[src/rtl/crc16_frame_feeder.sv]
// Store-and-forward feeder for a byte-wide CRC-16 engine. It replays a whole
// stored frame to the engine without gaps, then appends the engine's CRC to the output.
// Latency: the first payload byte leaves 2 cycles after in_last is accepted (from IDLE).
//          An N-byte frame takes N+2 output cycles, and frames are separated by at least one idle cycle.
// Backpressure: in_ready = !full on the input side. The output has no backpressure.
//               An oversize frame is flushed and then sunk up to its in_last.
//
// Ports:
//   clk, rst_n                   clock, async active-low reset
//   in_data/in_valid/in_last     input byte stream; in_ready accepts it
//   eng_data/eng_valid, eng_crc  CRC engine interface (the engine clears whenever eng_valid=0)
//   out_data/out_valid/out_last  payload, then CRC[15:8], then CRC[7:0] (out_last)
//   busy, ovf_err                frame in flight; one-cycle oversize-drop pulse
module crc16_frame_feeder #(
  parameter int DEPTH = 64,
  parameter int AW    = 6
) (
  input  logic        clk,
  input  logic        rst_n,
  input  logic [7:0]  in_data,
  input  logic        in_valid,
  input  logic        in_last,
  output logic        in_ready,
  output logic [7:0]  eng_data,
  output logic        eng_valid,
  input  logic [15:0] eng_crc,
  output logic [7:0]  out_data,
  output logic        out_valid,
  output logic        out_last,
  output logic        busy,
  output logic        ovf_err
);

  typedef enum logic [1:0] {IDLE = 2'd0, FEED = 2'd1, CAP = 2'd2, CRCL = 2'd3} state_t;

  localparam logic [AW:0] PTR_ONE = (AW+1)'(1);

  logic [8:0]    mem [DEPTH];      // {last flag, byte}
  logic [AW:0]   wr_ptr, rd_ptr;
  logic [AW:0]   frames_pend;      // complete frames stored but not yet started
  logic [7:0]    crc_hold;         // CRC low byte, kept for the final output cycle
  logic          drop;             // sinking the remainder of an oversize frame
  state_t        state;

  logic [8:0]    head;
  logic          full, accept, push, pop, start, ovf, inc, dec;

  assign head   = mem[rd_ptr[AW-1:0]];
  assign full   = (wr_ptr[AW] != rd_ptr[AW]) && (wr_ptr[AW-1:0] == rd_ptr[AW-1:0]);
  assign in_ready = drop || !full;
  assign accept = in_valid && in_ready;
  assign push   = accept && !drop;
  assign pop    = (state == FEED);
  assign start  = (state == IDLE) && (frames_pend != '0);
  // A full FIFO with no complete frame in it can never drain, so it holds an oversize frame.
  // The check is suppressed during FEED: a full-length resident frame is still full
  // on its first FEED cycle, after its pending count has already been consumed.
  assign ovf    = full && (frames_pend == '0) && (state != FEED);
  assign inc    = push && in_last;
  assign dec    = start;

  always_ff @(posedge clk) begin
    if (push) mem[wr_ptr[AW-1:0]] <= {in_last, in_data};
  end

  always_ff @(posedge clk or negedge rst_n) begin
    if (!rst_n) begin
      wr_ptr <= '0;
      rd_ptr <= '0;
      drop   <= 1'b0;
    end else if (ovf) begin
      wr_ptr <= '0;
      rd_ptr <= '0;
      drop   <= 1'b1;
    end else begin
      if (push) wr_ptr <= wr_ptr + PTR_ONE;
      if (pop)  rd_ptr <= rd_ptr + PTR_ONE;
      if (accept && drop && in_last) drop <= 1'b0;
    end
  end

  always_ff @(posedge clk or negedge rst_n) begin
    if (!rst_n) begin
      frames_pend <= '0;
    end else begin
      case ({inc, dec})
        2'b10:   frames_pend <= frames_pend + PTR_ONE;
        2'b01:   frames_pend <= frames_pend - PTR_ONE;
        default: frames_pend <= frames_pend;
      endcase
    end
  end

  always_ff @(posedge clk or negedge rst_n) begin
    if (!rst_n) begin
      state    <= IDLE;
      crc_hold <= '0;
    end else begin
      case (state)
        IDLE: if (start) state <= FEED;
        FEED: if (head[8]) state <= CAP;
        CAP: begin
          crc_hold <= eng_crc[7:0];
          state    <= CRCL;
        end
        default: state <= IDLE;
      endcase
    end
  end

  // Outputs decode the registered state. In CAP the engine's CRC is passed straight
  // through, because it only becomes valid in that cycle.
  always_comb begin
    eng_data  = 8'h00;
    eng_valid = 1'b0;
    out_data  = 8'h00;
    out_valid = 1'b0;
    out_last  = 1'b0;
    case (state)
      FEED: begin
        eng_data  = head[7:0];
        eng_valid = 1'b1;
        out_data  = head[7:0];
        out_valid = 1'b1;
      end
      CAP: begin
        out_data  = eng_crc[15:8];
        out_valid = 1'b1;
      end
      CRCL: begin
        out_data  = crc_hold;
        out_valid = 1'b1;
        out_last  = 1'b1;
      end
      default: ;
    endcase
  end

  assign busy    = (state != IDLE);
  assign ovf_err = ovf;

endmodule

[config.mk]
export PLATFORM = sky130hd
export DESIGN_NAME = crc16_frame_feeder
export DESIGN_NICKNAME = d
export VERILOG_FILES = /design/src/rtl/crc16_frame_feeder.sv
export SDC_FILE = /design/constraint.sdc
export NUM_CORES = 1
export LEC_CHECK = 0
export CAP_MARGIN = 40
export CORE_AREA = 2 2 250 227
export DETAILED_ROUTE_END_ITERATION = 10
export DIE_AREA = 0 0 252 229
export PLACE_DENSITY = 0.63
export REMOVE_ABC_BUFFERS = 1
export SYNTH_ARGS = -nofsm -noshare
export SYNTH_HDL_FRONTEND = slang
export SYNTH_SLANG_ARGS = --single-unit
[constraint.sdc]
create_clock -name clk -period 9 [get_ports clk]
set_input_delay 1.8 -clock clk [delete_from_list [all_inputs] [get_ports clk]]
set_output_delay 1.8 -clock clk [all_outputs]
set_load 0.005 [all_outputs]
# == Word level (Yosys, flattened, before mapping) ==
# Memories as Yosys holds them, arrays and structs flattened.
# Index checks and enable logic that the tools add are counted.
# totals
regBits,32
mem_bits_rw,576
input_bits,28
out_inout_bits,22
word_cells,60
memories,1
# mem_list
name,depth,word_bits,rd,rd_ports_with_merged_regs,wr,line_no,text
mem,64,9,1,0,1,38,logic [8:0] mem [DEPTH];
# op_classes
n_addsub,4
eq_ne,10
muxes,17
n_reduce_logical,22
# ops
operator,count
7-bit two-way mux,4
8-bit case mux with 3 select lines,1
7-bit by 1-bit adder with 7-bit output (second input constant),3
7-bit case mux with 2 select lines,1
2-bit nonzero test,5
1-bit logical AND,9
8-bit two-way mux,1
7-bit zero test,1
1-bit two-way mux,7
7-bit nonzero test,1
7-bit by 1-bit subtractor with 7-bit output (second input constant),1
2-bit equality test (second input constant),3
6-bit equality test,1
2-bit case mux with 3 select lines,1
2-bit by 1-bit equality test with 1-bit output (second input constant),2
2-bit two-way mux,2
2-bit inequality test (second input constant),2
3-bit OR reduction,1
1-bit zero test,2
2-bit zero test,1
2-bit by 1-bit inequality test with 1-bit output (second input constant),1
2-bit AND reduction,1
1-bit logical OR,1
1-bit inequality test,1

# == Depth between registers and ports, before layout ==
# logic_depth
ltp_word,9
mapped_depth,18
ltp_nobuf,13

# == Least setup slack after synthesis ==
# OpenSTA, ideal clock, no wires.
# synth_timing
path_type,input to register
from,in in_valid
to,reg frames_pend[6]
setup_time_ps,80
arrival_ps,4063
required_time_ps,8920
slack_ps,4857
stages,14
n_path_buf,2
cell_sequence,nand2b_1 > a21oi_1 > buf_2 > nand2_1 > ha_1 > clkbuf_1 > xor2_1 > ha_1 > and3b_1 > o21ai_0 > nor4b_1 > a22o_1 > o221ai_1 > xnor2_1
# synth_between
elab_chain_len,5
elab_cells_between_ends,7
classes_between,2 x eq/ne; 1 x mux; 4 x reduce/logical
# synth_lines
item,line_no,text
"start, declared",21,"input logic in_valid,"
1-bit logical AND *,51,assign accept = in_valid && in_ready;
1-bit logical AND *,52,assign push = accept && !drop;
1-bit logical AND *,59,assign inc = push && in_last;
2-bit by 1-bit equality test with 1-bit output / 2-bit equality test (equally long branches),86,"case ({inc, dec})"
7-bit case mux with 2 select lines / 2-bit nonzero test (equally long branches),-,
"end signal, assigned",87,2'b10: frames_pend <= frames_pend + PTR_ONE;
"end signal, assigned",88,2'b01: frames_pend <= frames_pend - PTR_ONE;
"end signal, assigned",89,default: frames_pend <= frames_pend;
"end, declared",40,logic [AW:0] frames_pend;
# Mark *: on every way between the ends. The rest lies on a longest branch, timed or not.
# A chain may end at the register's enable or synchronous reset.

# == Worst setup path in the final report ==
# layout_timing
from,reg rd_ptr[1]
to,out out_data[6]
# layout_between
elab_chain_len,2
# layout_lines
item,line_no,text
"start, declared",39,"logic [AW:0] wr_ptr, rd_ptr;"
"start signal, assigned",77,if (pop) rd_ptr <= rd_ptr + PTR_ONE;
memory 64 x 9 bit,-,
8-bit case mux with 3 select lines,119,case (state)
"end, declared",27,"output logic [7:0] out_data,"
# Every way passes these cells.

==> impl_metrics.tcl <==
set metrics [dict create \
    status "complete, no violations" \
    yosys.area.top_type "edfxtp_1" \
    critPathMaxStageDelay_ns 0.88 \
    fp.dieW_um 252 \
    cp-start-kind "flip-flop" \
    slew_headroom_pct 38.5 \
    io_buffers 49 \
    nNetsFinal 1466 \
    rows 82 \
    yosysWarnings 0 \
    cts_root_buffer "clkbuf_16" \
    worst_pin_slew_ns 0.918 \
    drv_cap 0 \
    synth_top_area_share_pct 70.3 \
    ys_seq_area_share_pct 73.6 \
    hpwl_um 36700 \
    die_y_um 229 \
    synthTopCellsByCount "edfxtp_1 (576), mux4_2 (112), nor2_1 (88)" \
    dieArea_sq_mm 0.0577 \
    criticalPathCategory "flip-flop to output pin" \
    syn_inst 1311 \
    detail-route-antenna-nets 0 \
    min_to "frames_pend[6]" \
    drv_slew 0 \
    hold_viol 0 \
    r2r_end "frames_pend[6]" \
    use_met3_pct 3.66 \
    antenna_found_initial 1 \
    end_kind "output pin" \
    fin_crit_sh_pct 71.7 \
    io_pins 50 \
    avgSynthCellArea_sq_um 18.8 \
    async_flop_share_pct 5.26 \
    wl_per_cell_um 25.9 \
    worstRegToRegCells 14 \
    setup-tns-final_ns 0 \
    vias 12698 \
    grt_overflow 0 \
    min_path_type "flip-flop to flip-flop" \
    busiest_layer "met2" \
    core_sq_mm 0.0552 \
    synth-seq-cells 608 \
    layout-drive-gt1-share_pct 22.7 \
    cts_buffers 59 \
    yosysUniqueCellTypes 57 \
    whs_path_depth 1 \
    r2r_slack_ns 3.72 \
    setup_violations 0 \
    path_cells "buf_4, mux4_2, mux4_2, o22ai_1, nor3_1, a21o_1, a31o_1, clkdlybuf4s50_1" \
    drc 0 \
    htreeDepth 2 \
    antennaDiodeCount 0 \
    rsz0062_at_grt "false" \
    cts_tree "built" \
    fin_skew_ns 0.0202 \
    p_total_mw 8.18 \
    post-place-ws_ns 3.19 \
    cp_common_cell "mux4_2" \
    grt_pass1_vias 12506 \
    clock_path_buffers 3 \
    gp_congestion 0.780 \
    clkSinkCount 608 \
    fin_ws_ns 2.55 \
    synth_ff_type "edfxtp_1" \
    clk_pin_slew_ns 0.06 \
    met2_usage_pct 30.1 \
    area.growth.synth_to_final_pct 14.3 \
    cp.arrival_ns 4.65 \
    crit_fanout 46 \
    grt_pass1_wl_um 84100 \
    drtIter0Drc 1522 \
    syn-cell-area_sq_mm 0.0246 \
    totalWireLength_um 56800 \
    timing.rr.start "rd_ptr[2]" \
    cts_hold_buf 0 \
    worstPathRequired_ns 7.20 \
    grt_max_degree 108 \
    clock_latency_ns 0.62 \
    synth-edff-count 576 \
    post_cts_buffers 0 \
    met1_usage_pct 29.5 \
    fmax_mhz 155 \
    gr-usage-all-layers_pct 19.9 \
    vias_per_cell 5.80 \
    period_needed_ns 6.45 \
    power.leakage_nw 9.09 \
    p_per_area_mw_per_mm2 291 \
    hold_path.startpoint "frames_pend[6]" \
    peakVddDrop_v 0.000174 \
    slowest_stage "dfrtp_4" \
    ys_top_cells_by_area "edfxtp_1 (70%), mux4_2 (10%), dfrtp_1 (3.3%), mux2i_1 (3.3%), mux2_2 (1.6%)" \
    synth_most_common_cell "edfxtp_1" \
    cts_resized 0 \
    start_util_pct 44.6 \
    drt_first_pass_iters 5 \
]
## cell usage in the layout, fill, tap and decap left out, types with 18 or more instances in the layout
cell type        Yosys  layout
clkinv_1             2      18
nor2_1              88      88
clkdlybuf4s50_1      0      40
nand2_1             35      35
mux4_2             112     112
a21oi_1             21      21
mux2_2              34      34
edfxtp_1           576     576
clkbuf_16            0      61
dfrtp_1             32      27
a22oi_1             40      40
buf_4               14      73
o21ai_0             18      18
mux2i_1             80      80
## stage by stage
stage	hold slack, ns	utilization (%)	instance area (sq um)	instances
5_1_grt	0.514	50.9	28100	2189
2_1_floorplan	0.447	-	24200	1230
3_5_place_dp	0.467	47.6	26300	2078
6_report	0.481	50.9	28100	2189
3_3_place_gp	0.466	46.5	25700	2009
4_1_cts	0.481	50.9	28100	2187
## logic make-up (layout without fill, tap and decap cells)
logic type	Yosys count	count (layout)	share of synthesized area [%]
XOR/XNOR	22	22	0.783
AO/OA/AOI/OAI	141	141	3.99
flip-flops	608	608	73.6
AND/OR/NAND/NOR	208	208	4.04
buffers and inverters	94	258	1.94
multiplexers	227	227	15.1
adder cells (fa/ha/maj)	11	11	0.560
## how the worst max path moves through the flow
stage          startpoint           to  cells past startpoint  slack [ns]
2_1_floorplan   rd_ptr[2]  out_data[3]                      6        1.22
3_3_place_gp    rd_ptr[1]  out_data[1]                      8        3.16
3_5_place_dp    rd_ptr[1]  out_data[1]                      8        3.19
4_1_cts         rd_ptr[1]  out_data[1]                      8        2.51
5_1_grt         rd_ptr[1]  out_data[6]                      8        2.34
6_report        rd_ptr[1]  out_data[6]                      8        2.55
## final cells by class
class / count / area (sq um)
fillers: 4417 / 27100
flip-flops and latches: 608 / 18100
multi-input cells: 609 / 6020
clock buffers: 73 / 1590
repair buffers: 136 / 1210
well taps: 714 / 893
clock inverters: 36 / 250
inverters: 13 / 48.8
## critical path: cells and delay by family, from the launching register on
kind | cells | cell delay, ns
buffers and inverters | 2 | 1.16
AOI/OAI and AO/OA | 3 | 0.67
and+or+nand+nor | 1 | 0.10
muxes | 2 | 1.12
DFF | 1 | 0.88
## where the power goes
group	internal [mW]	leakage, nW	switching [mW]
clock network	1.33	0.897	1.03
logic	1.06	2.63	1.27
registers	3.26	5.57	0.227
total	5.65	9.09	2.53
## routing by layer
metal	vias up	share of wire [%]
met5	-	0
met2	499	47
met3	86	7.2
li1	5526	-
met1	6587	44
met4	0	2.5
## registers in the layout, indices dropped and copies added, names as in the netlist
register     flops
frames_pend      7
rd_ptr           7
state            2
drop             1
crc_hold         8
mem            576
wr_ptr           7
Power figures use the tool's default switching activity.
